==> src/rtl/fifo_pkg.sv <==
// Shared definitions for the destination FIFO: system state encodings, default geometry
// and the decode from system state to FIFO operating mode.
package fifo_pkg;

  localparam logic [3:0] ST_RESET  = 4'b0001;
  localparam logic [3:0] ST_INIT   = 4'b0010;
  localparam logic [3:0] ST_IDLE   = 4'b0100;
  localparam logic [3:0] ST_ACTIVE = 4'b1000;

  localparam int unsigned DATA_WIDTH_DEF = 6;
  localparam int unsigned ADDR_WIDTH_DEF = 2;

  typedef enum logic [1:0] {
    ModeClear,
    ModeInit,
    ModeRun
  } fifo_mode_e;

  // Any code other than INIT/IDLE/ACTIVE, including non-one-hot values, clears like RESET.
  function automatic fifo_mode_e decode_mode(logic [3:0] st);
    if (st == ST_INIT) return ModeInit;
    if (st == ST_IDLE || st == ST_ACTIVE) return ModeRun;
    return ModeClear;
  endfunction

endpackage

==> src/rtl/fifo_mem.sv <==
// Storage array for the destination FIFO: one write port and one registered read port.
module fifo_mem
  import fifo_pkg::*;
#(
  parameter int unsigned DATA_WIDTH = DATA_WIDTH_DEF,
  parameter int unsigned ADDR_WIDTH = ADDR_WIDTH_DEF
) (
  input  logic                  clk_i,
  input  logic                  rst_i,
  input  logic                  wr_en_i,
  input  logic [ADDR_WIDTH-1:0] wr_addr_i,
  input  logic [DATA_WIDTH-1:0] wr_data_i,
  input  logic                  rd_en_i,
  input  logic [ADDR_WIDTH-1:0] rd_addr_i,
  output logic [DATA_WIDTH-1:0] rd_data_o
);

  localparam int unsigned Depth = 1 << ADDR_WIDTH;

  logic [DATA_WIDTH-1:0] mem_q [Depth];
  logic [DATA_WIDTH-1:0] mem_d [Depth];
  logic [DATA_WIDTH-1:0] rd_data_q, rd_data_d;

  always_comb begin
    mem_d = mem_q;
    if (wr_en_i) mem_d[wr_addr_i] = wr_data_i;
  end

  // Reads the pre-write contents, so a same-slot read and write returns the old word.
  always_comb begin
    rd_data_d = rd_data_q;
    if (rd_en_i) rd_data_d = mem_q[rd_addr_i];
  end

  always_ff @(posedge clk_i) begin
    mem_q <= mem_d;
  end

  always_ff @(posedge clk_i or posedge rst_i) begin
    if (rst_i) rd_data_q <= '0;
    else       rd_data_q <= rd_data_d;
  end

  assign rd_data_o = rd_data_q;

endmodule

==> src/rtl/fifo_destino.sv <==
// Destination-side FIFO with programmable almost_full/almost_empty thresholds latched in INIT.
// Defining FIFO_COUNT_EN adds the fifo_count output (registered occupancy).
module fifo_destino
  import fifo_pkg::*;
#(
  parameter int unsigned DATA_WIDTH = DATA_WIDTH_DEF,
  parameter int unsigned ADDR_WIDTH = ADDR_WIDTH_DEF,
  parameter int unsigned AF_DEFAULT = 3,
  parameter int unsigned AE_DEFAULT = 1
) (
  input  logic                  clk,
  input  logic                  reset,
  input  logic [3:0]            state,
  input  logic [ADDR_WIDTH:0]   umbral_af,
  input  logic [ADDR_WIDTH:0]   umbral_ae,
  input  logic                  push,
  input  logic [DATA_WIDTH-1:0] data_in,
  input  logic                  pop,
  output logic [DATA_WIDTH-1:0] data_out,
  output logic                  valid_out,
  output logic                  empty,
  output logic                  full,
  output logic                  almost_full,
  output logic                  almost_empty,
  output logic                  error
`ifdef FIFO_COUNT_EN
  ,
  output logic [ADDR_WIDTH:0]   fifo_count
`endif
);

  localparam int unsigned CntW = ADDR_WIDTH + 1;
  localparam logic [ADDR_WIDTH:0] DepthCnt = CntW'(1 << ADDR_WIDTH);

  fifo_mode_e mode;
  logic run, push_ok, pop_ok, overflow, underflow;

  logic [ADDR_WIDTH-1:0] wr_ptr_q, wr_ptr_d, rd_ptr_q, rd_ptr_d;
  logic [ADDR_WIDTH:0]   count_q, count_d, af_q, af_d, ae_q, ae_d;
  logic                  valid_q, valid_d, error_q, error_d;

  assign mode = decode_mode(state);

  // A push into a full FIFO is legal only when a pop frees the slot in the same cycle.
  always_comb begin
    run       = (mode == ModeRun);
    pop_ok    = run & pop & ~empty;
    push_ok   = run & push & (~full | pop_ok);
    overflow  = run & push & ~push_ok;
    underflow = run & pop & empty;
  end

  always_comb begin
    wr_ptr_d = wr_ptr_q;
    rd_ptr_d = rd_ptr_q;
    count_d  = count_q;
    af_d     = af_q;
    ae_d     = ae_q;
    valid_d  = pop_ok;
    error_d  = error_q;
    unique case (mode)
      ModeClear: begin
        wr_ptr_d = '0;
        rd_ptr_d = '0;
        count_d  = '0;
        error_d  = 1'b0;
      end
      ModeInit: begin
        af_d = umbral_af;
        ae_d = umbral_ae;
      end
      ModeRun: begin
        if (push_ok) wr_ptr_d = wr_ptr_q + 1'b1;
        if (pop_ok)  rd_ptr_d = rd_ptr_q + 1'b1;
        if (push_ok && !pop_ok)      count_d = count_q + 1'b1;
        else if (pop_ok && !push_ok) count_d = count_q - 1'b1;
        if (overflow || underflow) error_d = 1'b1;
      end
      default: ;
    endcase
  end

  always_ff @(posedge clk or posedge reset) begin
    if (reset) begin
      wr_ptr_q <= '0;
      rd_ptr_q <= '0;
      count_q  <= '0;
      af_q     <= CntW'(AF_DEFAULT);
      ae_q     <= CntW'(AE_DEFAULT);
      valid_q  <= 1'b0;
      error_q  <= 1'b0;
    end else begin
      wr_ptr_q <= wr_ptr_d;
      rd_ptr_q <= rd_ptr_d;
      count_q  <= count_d;
      af_q     <= af_d;
      ae_q     <= ae_d;
      valid_q  <= valid_d;
      error_q  <= error_d;
    end
  end

  fifo_mem #(
    .DATA_WIDTH(DATA_WIDTH),
    .ADDR_WIDTH(ADDR_WIDTH)
  ) u_mem (
    .clk_i    (clk),
    .rst_i    (reset),
    .wr_en_i  (push_ok),
    .wr_addr_i(wr_ptr_q),
    .wr_data_i(data_in),
    .rd_en_i  (pop_ok),
    .rd_addr_i(rd_ptr_q),
    .rd_data_o(data_out)
  );

  assign valid_out    = valid_q;
  assign error        = error_q;
  assign empty        = (count_q == '0);
  assign full         = (count_q == DepthCnt);
  assign almost_full  = (count_q >= af_q);
  assign almost_empty = (count_q <= ae_q);

`ifdef FIFO_COUNT_EN
  assign fifo_count = count_q;
`endif

endmodule

==> config.mk <==
export PLATFORM = sky130hd
export DESIGN_NAME = fifo_destino
export DESIGN_NICKNAME = d
export VERILOG_FILES = /design/src/rtl/fifo_pkg.sv /design/src/rtl/fifo_mem.sv /design/src/rtl/fifo_destino.sv
export SDC_FILE = /design/constraint.sdc
export NUM_CORES = 1
export LEC_CHECK = 0
export BUFFER_PORTS_ARGS = -buffer_cell sky130_fd_sc_hd__buf_2
export CAP_MARGIN = 20
export CORE_MARGIN = 10
export CORE_UTILIZATION = 30
export CTS_CLUSTER_SIZE = 24
export DETAILED_ROUTE_END_ITERATION = 8
export PLACE_DENSITY = 0.49
export SETUP_SLACK_MARGIN = 0.1
export SLEW_MARGIN = 20
export SYNTH_ARGS = -nofsm -noshare
export SYNTH_HDL_FRONTEND = slang
export SYNTH_SLANG_ARGS = --single-unit
==> constraint.sdc <==
create_clock -name clk -period 2.9 [get_ports clk]
set_input_delay 0.29 -clock clk [delete_from_list [all_inputs] [get_ports clk]]
set_output_delay 0.29 -clock clk [all_outputs]
set_load 0.03 [all_outputs]
==> run summary, run 1 <==
Logic pwr share: 18.0%
Fmax achieved: 428 MHz
GPL Wtd Cong: 0.744
Top-area cell type share of the netlist area: 32.5%
Hold buffer count at cts: 0
Root Driver: clkbuf_8
Sequential share of power: 53.3%
Post-route antenna net violation count: 0
Initial DRT Pass Iterations: 4
Relative slew margins: 39.9%
Startpoint class of the critical path: flip-flop
H-tree Lvls: 2
Post-Synth Adder-Cell Area: 6.55%
Post-synthesis sequential area ratio: 56.4%
Final net count: 219
Cells resized by post-CTS repair: 0
Dominant cell type by area after synthesis: edfxtp_1
Vias in the first global route: 1411
Die X: 106 µm
Type of the most critical hold path: primary input to asynchronous set/reset pin
Syn_area_per_cell: 14.1 µm²
Clock-pin slew on the worst setup and hold paths: 90 ps
Commonest register cell after synthesis: edfxtp_1
# fillers: 742
Simple logic cell fraction of the synthesized area: 10.1%
Vias per std cell: 4.46
Most frequent cells in the layout: buf_2, edfxtp_1, dfrtp_1, inv_1, ha_1
Largest net degree at the start of global routing: 22
Die area: 0.0112 mm²
Crit. End Element: flip-flop
Main combinational cell family by area after synthesis: multiplexers
Pre-CTS setup slack: 554 ps
WHS: 163 ps
Outcome: complete, no violations
Residual DRC: 0
Cell area after synthesis: 0.00221 mm²
Post-synth EDFFs: 24
Sw Share: 28.6%
Endpoints failing hold: 0
Routed vias: 1285
DR iter-0 viols: 48
Synth top area cells: edfxtp_1, dfrtp_1, mux4_2, ha_1, mux2_4
Leading cell type in the layout, fill and taps excluded: buf_2
Die Y: 106 µm
Clock Power Share: 28.7%
Area growth syn-to-layout: 15.2%
Post-Layout Inst Area: 0.00255 mm²
Diode count: 0
Max Cap Viol: 0
Longest Clk Path Bufs: 2
Starting Density: 30.7%
Net switching power: 0.398 mW
Leak: 1.06 nW
CTS Sinks: 45
Asr flop ratio synth: 46.7%
RSZ-0062 raised after global routing: no
Placed Area: 0.00246 mm²
# rows: 31
CP Max Fanout: 11
Post-synth cell types: 47
Dpl hpwl: 3110 µm
Ys Warns: 0
Internal Dissipation: 0.996 mW
Worst skew pair latency: 300 ps
Compound-Gate Fraction of Synth Area: 8.70%
Max Slew Vio Count: 0
DR WL/cell: 14.9 µm
First-pass GRT wire length: 7220 µm
PD cells: 546 mW/mm²
Overall Global Routing Usage: 8.10%
Post-route clock period utilization: 80.6%
Share of layout cells above drive strength 1: 35.4%
Kind of critical path: flip-flop to flip-flop
Register area: 0.00125 mm²
Initial antenna violation count: 1
PortBufs: 31
Slew @ Worst Pin: 901 ps
Setup TNS: 0 ps
Yosys reg bits: 45
Min Tclk post-route: 2340 ps
Worst path required time: 3090 ps
Setup bufs post-CTS: 0
Cells after Synth: 157
Worst EP arrival: 2530 ps
Clk_skew: 5.03 ps
Multi-input gate area: 867 µm²
Setup violations, final: 0
Xor/xnor share of the synthesized area: 0.791%
I/O Pins: 32
Grt total ovfl: 0
CTS Buf Count: 5
Multiplexer share of the synthesized area: 13.1%
Post-Syn Nets: 188
Max rail drop VDD: 0.174 mV
TritonCTS clock tree: done
Routed WL: 4280 µm
Slack of the critical path: 564 ps
Core area: 0.00721 mm²
## state kept, by name, indices dropped and copies added, names as in the netlist
signal           count
count_q              3
ae_q                 3
rd_ptr_q             2
u_mem.mem_q         24
wr_ptr_q             2
valid_out            1
u_mem.rd_data_o      6
error                1
af_q                 3
## through the flow
stage / cells / utilization (%) / total power, mW
2_1_floorplan: 157 / - / 0.934
4_1_cts: 288 / 35.4 / 1.42
3_5_place_dp: 280 / 34.1 / 1.01
3_3_place_gp: 280 / 34.1 / 1.01
5_1_grt: 288 / 35.4 / 1.48
6_report: 288 / 35.4 / 1.39
## layer usage
layer	wire length (µm)	share of wire [%]	track usage [%]	vias up
met5	20	0.47	0	-
met4	93	2.2	3.77	2
met3	179	4.2	2.60	8
met2	2060	48	13.1	22
met1	1930	45	9.57	617
li1	-	-	-	636
## worst paths after layout
check / slack, ps / startpoint / endpoint / depth (start not counted)
max: 560 / count_q[2]$_DFFE_PP0P_ / count_q[2]$_DFFE_PP0P_ / 8
min: 160 / reset / u_mem.rd_data_o[1]$_DFFE_PP0P_ / 2
max reg2reg: 560 / count_q[2]$_DFFE_PP0P_ / count_q[2]$_DFFE_PP0P_ / 8
min reg2reg: 520 / u_mem.rd_data_o[5]$_DFFE_PP0P_ / u_mem.rd_data_o[5]$_DFFE_PP0P_ / 1
max in group asynchronous: 2170 / reset / rd_ptr_q[1]$_DFFE_PP0P_ / 2
min in group clk: 180 / umbral_af[2] / af_q[2]$_DFFE_PP0N_ / 3
## cells in the mapped netlist (2+ instances only)
library cell  count
nand2b_1          4
nor4b_1           2
o21ai_2           2
nor3_1            2
a21oi_1           2
nand2_1           8
o21a_1            2
mux2i_1           3
dfrtp_1          18
buf_2             5
mux2_4            6
ha_1             10
o21ai_0           6
mux2_2            2
xnor2_1           2
a21o_1            3
inv_1            13
dfstp_2           3
and2_1            4
nand3_1           2
nor2_1            2
edfxtp_1         24
mux4_2            6
a31oi_1           3
## worst max-delay path, cell delays in order, from the launching register on
cell     delay [ps]
dfrtp_1         590
or3b_4          450
nand2_1          80
nor3_1           50
fa_1            420
nor3b_1         180
mux2i_1         120
o21ai_0          90
a32o_1          260
## power groups by stage
| stage | Sequential (mW) | Combinational (mW) | Clock (mW) |
|---|---|---|---|
| 2_1_floorplan | 0.785 | 0.150 | 0 |
| 3_3_place_gp | 0.756 | 0.253 | 0 |
| 3_5_place_dp | 0.758 | 0.255 | 0 |
| 4_1_cts | 0.744 | 0.256 | 0.420 |
| 5_1_grt | 0.750 | 0.281 | 0.448 |
| 6_report | 0.743 | 0.251 | 0.400 |
## cells by family (layout without fill, tap and decap cells)
kind of cell               Yosys count  count (layout)
and+or+nand+nor                     33              33
muxes                               18              18
xor gates and xnor gates             2               2
adders and majority gates           11              11
buffers and inverters               22              54
DFF                                 45              45
AOI/OAI and AO/OA                   26              26
## final cells by class
cell class | count | area share, %
tap | 99 | 4.86
sequential | 45 | 49.0
timing repair buffer | 32 | 6.38
clock inverter | 3 | 0.834
inverter | 14 | 2.26
clock buffer | 5 | 2.70
multi-input combinational | 90 | 34.0
Note: power is estimated with default switching activity, not from simulation.
==> inputs of run 2 (changes only) <==
Clock period 2.9 ns to 2.25 ns, I/O delays scaled along.
==> run summary, run 2 (synthesis gave the netlist of run 1 again) <==
Fmax achieved: 486 MHz (+14%)
Vias in the first global route: 1420 (+0.64%)
Dpl hpwl: 3090 µm (-0.75%)
Final core utilization: 36.2% (+0.87 points)
TritonCTS clock tree: done
Routed vias: 1272 (-1.0%)
Clk_skew: 5.04 ps (+0.00793 ps)
Relative slew margins: 45.0% (+5.1 points)
H-tree Lvls: 2 (unchanged)
# fillers: 734 (-1.1%)
Leak: 1.09 nW (+3.1%)
Leading cell type in the layout, fill and taps excluded: buf_2
CTS Buf Count: 5 (unchanged)
Initial DRT Pass Iterations: 4 (unchanged)
I/O Pins: 32 (unchanged)
Max Cap Viol: 0 (unchanged)
Post-route clock period utilization: 91.5% (+11 points)
Reg2Reg Launch Point: count_q[1]$_DFFE_PP0P_
Final Power: 1.80 mW (+29%)
Root Driver: clkbuf_8
Slew @ Worst Pin: 825 ps (-75.8 ps)
Clock-pin slew on the worst setup and hold paths: 90 ps (about the same)
Post-route antenna net violation count: 0 (unchanged)
Worst skew pair latency: 300 ps (about the same)
Endpoints failing hold: 0 (unchanged)
RSZ-0062 raised after global routing: yes
Final net count: 225 (+2.7%)
Type of the most critical hold path: primary input to asynchronous set/reset pin
Crit. End Element: flip-flop
PortBufs: 31 (unchanged)
Worst path required time: 2440 ps (-650 ps)
Logic pwr share: 18.7% (+0.7 points)
CP Max Fanout: 4 (-7)
Placed cells: 285 (+1.8%)
Clock Power Share: 28.2% (-0.5 points)
Diode count: 0 (unchanged)
Startpoint class of the critical path: flip-flop
Max Slew Vio Count: 0 (unchanged)
Worst EP arrival: 2250 ps (-280 ps)
Residual DRC: 0 (unchanged)
Area growth syn-to-layout: 18.0%
Core area: 0.00721 mm² (unchanged)
Die X: 106 µm (unchanged)
Sequential share of power: 53.0% (-0.3 points)
GPL Wtd Cong: 0.777 (+4.4%)
Most frequent cells in the layout: buf_2, edfxtp_1, dfrtp_1, inv_1, ha_1
Overall Global Routing Usage: 7.69% (-0.41 points)
Top reg by flops: u_mem.mem_q
Die Y: 106 µm (unchanged)
Kind of critical path: flip-flop to flip-flop
Largest net degree at the start of global routing: 22 (unchanged)
Max reg flops: 24 (unchanged)
DR WL/cell: 14.1 µm (-5.2%)
Net switching power: 0.506 mW (+27%)
Hold buffer count at cts: 0 (unchanged)
CTS Sinks: 45 (unchanged)
Internal Dissipation: 1.29 mW (+30%)
# rows: 31 (unchanged)
Sw Share: 28.1% (-0.44 points)
Setup TNS: 0 ps (unchanged)
Die area: 0.0112 mm² (unchanged)
Setup violations, final: 0 (unchanged)
Grt total ovfl: 0 (unchanged)
Non-filler cells, final: 294 (+2.1%)
Routed WL: 4140 µm (-3.2%)
Reg2reg setup slack: 190 ps (-370 ps)
Max rail drop VDD: 0.217 mV (+24%)
Outcome: complete, no violations
PD cells: 688 mW/mm² (+26%)
DR iter-0 viols: 46 (-4.2%)
Reg2reg path depth: 8 (unchanged)
Starting Density: 30.7% (unchanged)
Initial antenna violation count: 0 (-1)
R2R Path End: count_q[2]$_DFFE_PP0P_
Vias per std cell: 4.33 (-3.0%)
Share of layout cells above drive strength 1: 39.0% (+3.5 points)
First-pass GRT wire length: 6900 µm (-4.5%)
Min Tclk post-route: 2060 ps (-278 ps)
Longest Clk Path Bufs: 2 (unchanged)
run 2: cell types whose count changed in the layout (fill, tap and decap cells not counted), sizes merged:
| cell | before | now |
|---|---|---|
| clkinvlp | 1 | 2 |
| buf | 32 | 38 |
| inv | 14 | 13 |
run 2: per-stage QoR:
step / cell area, µm² / setup WS (ps) / hold slack, ps
2_1_floorplan: 2220 / 138 / 199
4_1_cts: 2600 / 161 / 111
6_report: 2610 / 192 / 78.5
3_5_place_dp: 2500 / 40.9 / 440
5_1_grt: 2610 / 93.1 / 122
3_3_place_gp: 2500 / 86.1 / 426
run 2: metal layers:
layer / share of wire, % / global-route usage, % / vias to the layer above
met4: 1.8 / 3.48 / 0
met2: 47 / 12.6 / 24
met5: 0 / 0 / -
met1: 48 / 9.19 / 598
met3: 3.1 / 2.17 / 5
li1: - / - / 645
run 2: area by class of cell:
cell class,count,area (µm²),area share (%)
sequential,45,1250,47.8
multi-input combinational,90,875,33.5
inverter,14,61.3,2.35
clock inverter,3,21.3,0.814
timing repair buffer,38,214,8.19
tap,99,124,4.74
clock buffer,5,68.8,2.63
run 2: repair_timing:
item | in CTS | in global routing
pin swaps | 0 | 0
setup endpoints to repair | 1 | 3
gates resized for setup | 1 | 5
setup buffers | 1 | 0
run 2: power by group through the flow:
stage / logic [mW] / clock network, mW / registers [mW]
CTS: 0.339 / 0.527 / 0.955
finish: 0.337 / 0.508 / 0.954
floorplan: 0.193 / 0 / 1.01
detailed placement: 0.336 / 0 / 0.973
global placement: 0.334 / 0 / 0.971
global route: 0.374 / 0.570 / 0.962
run 2: how the worst max path moves through the flow:
| stage | depth (start not counted) | endpoint | startpoint |
|---|---|---|---|
| 2_1_floorplan | 9 | count_q[2]$_DFFE_PP0P_ | count_q[1]$_DFFE_PP0P_ |
| 3_3_place_gp | 9 | count_q[2]$_DFFE_PP0P_ | state[2] |
| 3_5_place_dp | 9 | count_q[2]$_DFFE_PP0P_ | state[2] |
| 4_1_cts | 6 | almost_empty | count_q[1]$_DFFE_PP0P_ |
| 5_1_grt | 8 | count_q[2]$_DFFE_PP0P_ | count_q[1]$_DFFE_PP0P_ |
| 6_report | 8 | count_q[2]$_DFFE_PP0P_ | count_q[1]$_DFFE_PP0P_ |
run 2: worst max-delay path: stages, from the launching register on:
cell	delay, ps
dfrtp_1	400
or3b_4	420
nand2_1	80
nor3_1	50
fa_2	360
nor3b_2	170
mux2i_1	120
o21ai_0	90
a32o_1	260
==> inputs of run 3 (changes only) <==
Settings changed: CAP_MARGIN 20 to unset, REMOVE_ABC_BUFFERS set to 1.
==> run summary, run 3 (synthesis gave the netlist of run 1 again) <==
Outcome: complete, no violations
Dpl hpwl: 3120 µm (+0.94%)
CP Max Fanout: 4 (unchanged)
Min Tclk post-route: 2090 ps (+31.1 ps)
Setup bufs post-CTS: 0 (-1)
I/O Pins: 32 (unchanged)
GPL Wtd Cong: 0.763 (-1.9%)
Type of the most critical hold path: primary input to flip-flop
Final core utilization: 37.0% (+0.75 points)
Vias per std cell: 4.48 (+3.5%)
Bufs and invs on worst path: 0 (unchanged)
R2R Path End: count_q[2]$_DFFE_PP0P_
Starting Density: 30.7% (unchanged)
CTS Sinks: 45 (unchanged)
Max Cap Viol: 0 (unchanged)
Reg2Reg Launch Point: count_q[1]$_DFFE_PP0P_
Leak: 1.11 nW (+1.9%)
Post-route antenna net violation count: 0 (unchanged)
PD cells: 679 mW/mm² (-1.3%)
HP Start: umbral_ae[2]
CTS Buf Count: 5 (unchanged)
Area growth syn-to-layout: 20.5%
PortBufs: 31 (unchanged)
Clock-pin slew on the worst setup and hold paths: 90 ps (about the same)
DR iter-0 viols: 44 (-4.3%)
Worst hold stages: 3
Worst path required time: 2440 ps (about the same)
Cells along the critical path: or3b_4, nand2_4, nor3_4, fa_2, nor3b_2, mux2i_1, o21ai_0, a32o_1
Die area: 0.0112 mm² (unchanged)
Share of layout cells above drive strength 1: 41.8% (+2.9 points)
RSZ-0062 raised after global routing: yes
Core area: 0.00721 mm² (unchanged)
Register area: 0.00125 mm² (unchanged)
Critical path's top delay family: simple AND/OR/NAND/NOR gates
Root Driver: clkbuf_8
Setup violations, final: 0 (unchanged)
DR WL/cell: 14.6 µm (+3.8%)
Internal Dissipation: 1.30 mW (+0.50%)
# rows: 31 (unchanged)
H-tree Lvls: 2 (unchanged)
Die Y: 106 µm (unchanged)
Kind of critical path: flip-flop to flip-flop
Leading cell type in the layout, fill and taps excluded: buf_2
Startpoint class of the critical path: flip-flop
Worst EP arrival: 2280 ps (+30 ps)
Relative slew margins: 65.7% (+21 points)
Die X: 106 µm (unchanged)
Overall Global Routing Usage: 8.03% (+0.34 points)
Sequential share of power: 52.5% (-0.5 points)
Grt total ovfl: 0 (unchanged)
Routed WL: 4310 µm (+4.2%)
First-pass GRT wire length: 7300 µm (+5.8%)
Max rail drop VDD: 0.202 mV (-6.8%)
Sw Share: 28.3% (+0.19 points)
Longest Clk Path Bufs: 2 (unchanged)
Largest net degree at the start of global routing: 22 (unchanged)
Initial DRT Pass Iterations: 3 (-1)
Reg2reg path depth: 8 (unchanged)
Final net count: 226 (+0.44%)
Clk_skew: 9.88 ps (+4.85 ps)
Endpoints failing hold: 0 (unchanged)
Logic pwr share: 19.1% (+0.4 points)
Max Slew Vio Count: 0 (unchanged)
Post-route clock period utilization: 92.9% (+1.4 points)
Fmax achieved: 479 MHz (-1.5%)
Max reg flops: 24 (unchanged)
Setup TNS: 0 ps (unchanged)
Vias in the first global route: 1440 (+1.4%)
Worst skew pair latency: 300 ps (about the same)
Slowest CP cell: or3b_4
Diode count: 0 (unchanged)
Multi-input gate area: 922 µm² (+5.4%)
Routed vias: 1321 (+3.9%)
Net switching power: 0.513 mW (+1.4%)
Residual DRC: 0 (unchanged)
Top reg by flops: u_mem.mem_q
Crit. End Element: flip-flop
Slew @ Worst Pin: 514 ps (-311 ps)
TritonCTS clock tree: done
# fillers: 749 (+2.0%)
Most frequent cells in the layout: buf_2, edfxtp_1, dfrtp_1, inv_1, ha_1
Clock Power Share: 28.4% (+0.2 points)
Reg2reg setup slack: 160 ps (-30 ps)
Initial antenna violation count: 0 (unchanged)
Hold EP: ae_q[2]$_DFFE_PP0N_
Max incr delay on CP: 430 ps (about the same)
[run 3: power groups by stage]
stage                     logic [mW]  registers (mW)  clock network [mW]
after floorplan                0.182            1.02                   0
after global placement         0.337           0.969                   0
after detailed placement       0.338           0.971                   0
after CTS                      0.341           0.953               0.547
after global routing           0.381           0.960               0.577
final                          0.345           0.952               0.515
[run 3: how the worst max path moves through the flow]
stage	startpoint	endpoint	slack (ps)	cells after the start
finish	count_q[1]$_DFFE_PP0P_	count_q[2]$_DFFE_PP0P_	160	8
global route	count_q[1]$_DFFE_PP0P_	count_q[2]$_DFFE_PP0P_	70	8
CTS	count_q[0]$_DFFE_PP0P_	almost_full	140	7
detailed placement	state[2]	count_q[2]$_DFFE_PP0P_	40	9
global placement	state[2]	count_q[2]$_DFFE_PP0P_	100	9
floorplan	count_q[2]$_DFFE_PP0P_	count_q[2]$_DFFE_PP0P_	110	8
[run 3: layer usage]
layer	up-vias	wire (µm)	track usage, %
li1	646	-	-
met1	655	1920	9.92
met2	18	2210	13.3
met3	2	145	1.93
met4	0	46	2.90
met5	-	0	0
[run 3: per-stage QoR]
stage	total power, mW	hold WS, ps	cell area [µm²]	std cells	setup WS, ps
global route	1.92	121	2670	295	67.0
finish	1.81	131	2670	295	161
detailed placement	1.31	287	2510	286	40.5
floorplan	1.20	199	2170	149	108
CTS	1.84	113	2610	295	141
global placement	1.31	284	2510	286	100
[run 3: worst min-delay path: stages]
cell	delay (ps)
buf_2	70
nand2_1	30
o21ai_0	50
[run 3: final cells by class]
type	count	area share (%)
Inverter	14	2.25
Multi-Input combinational cell	90	34.6
Clock inverter	3	0.938
Sequential cell	45	46.9
Tap cell	99	4.64
Timing Repair Buffer	39	8.16
Clock buffer	5	2.58
[run 3: repair_timing]
item	CTS	global route
setup endpoints to repair	1	2
pin swaps	0	3
hold endpoints to repair	18	0
resized for setup	1	11
hold buffers	1	0
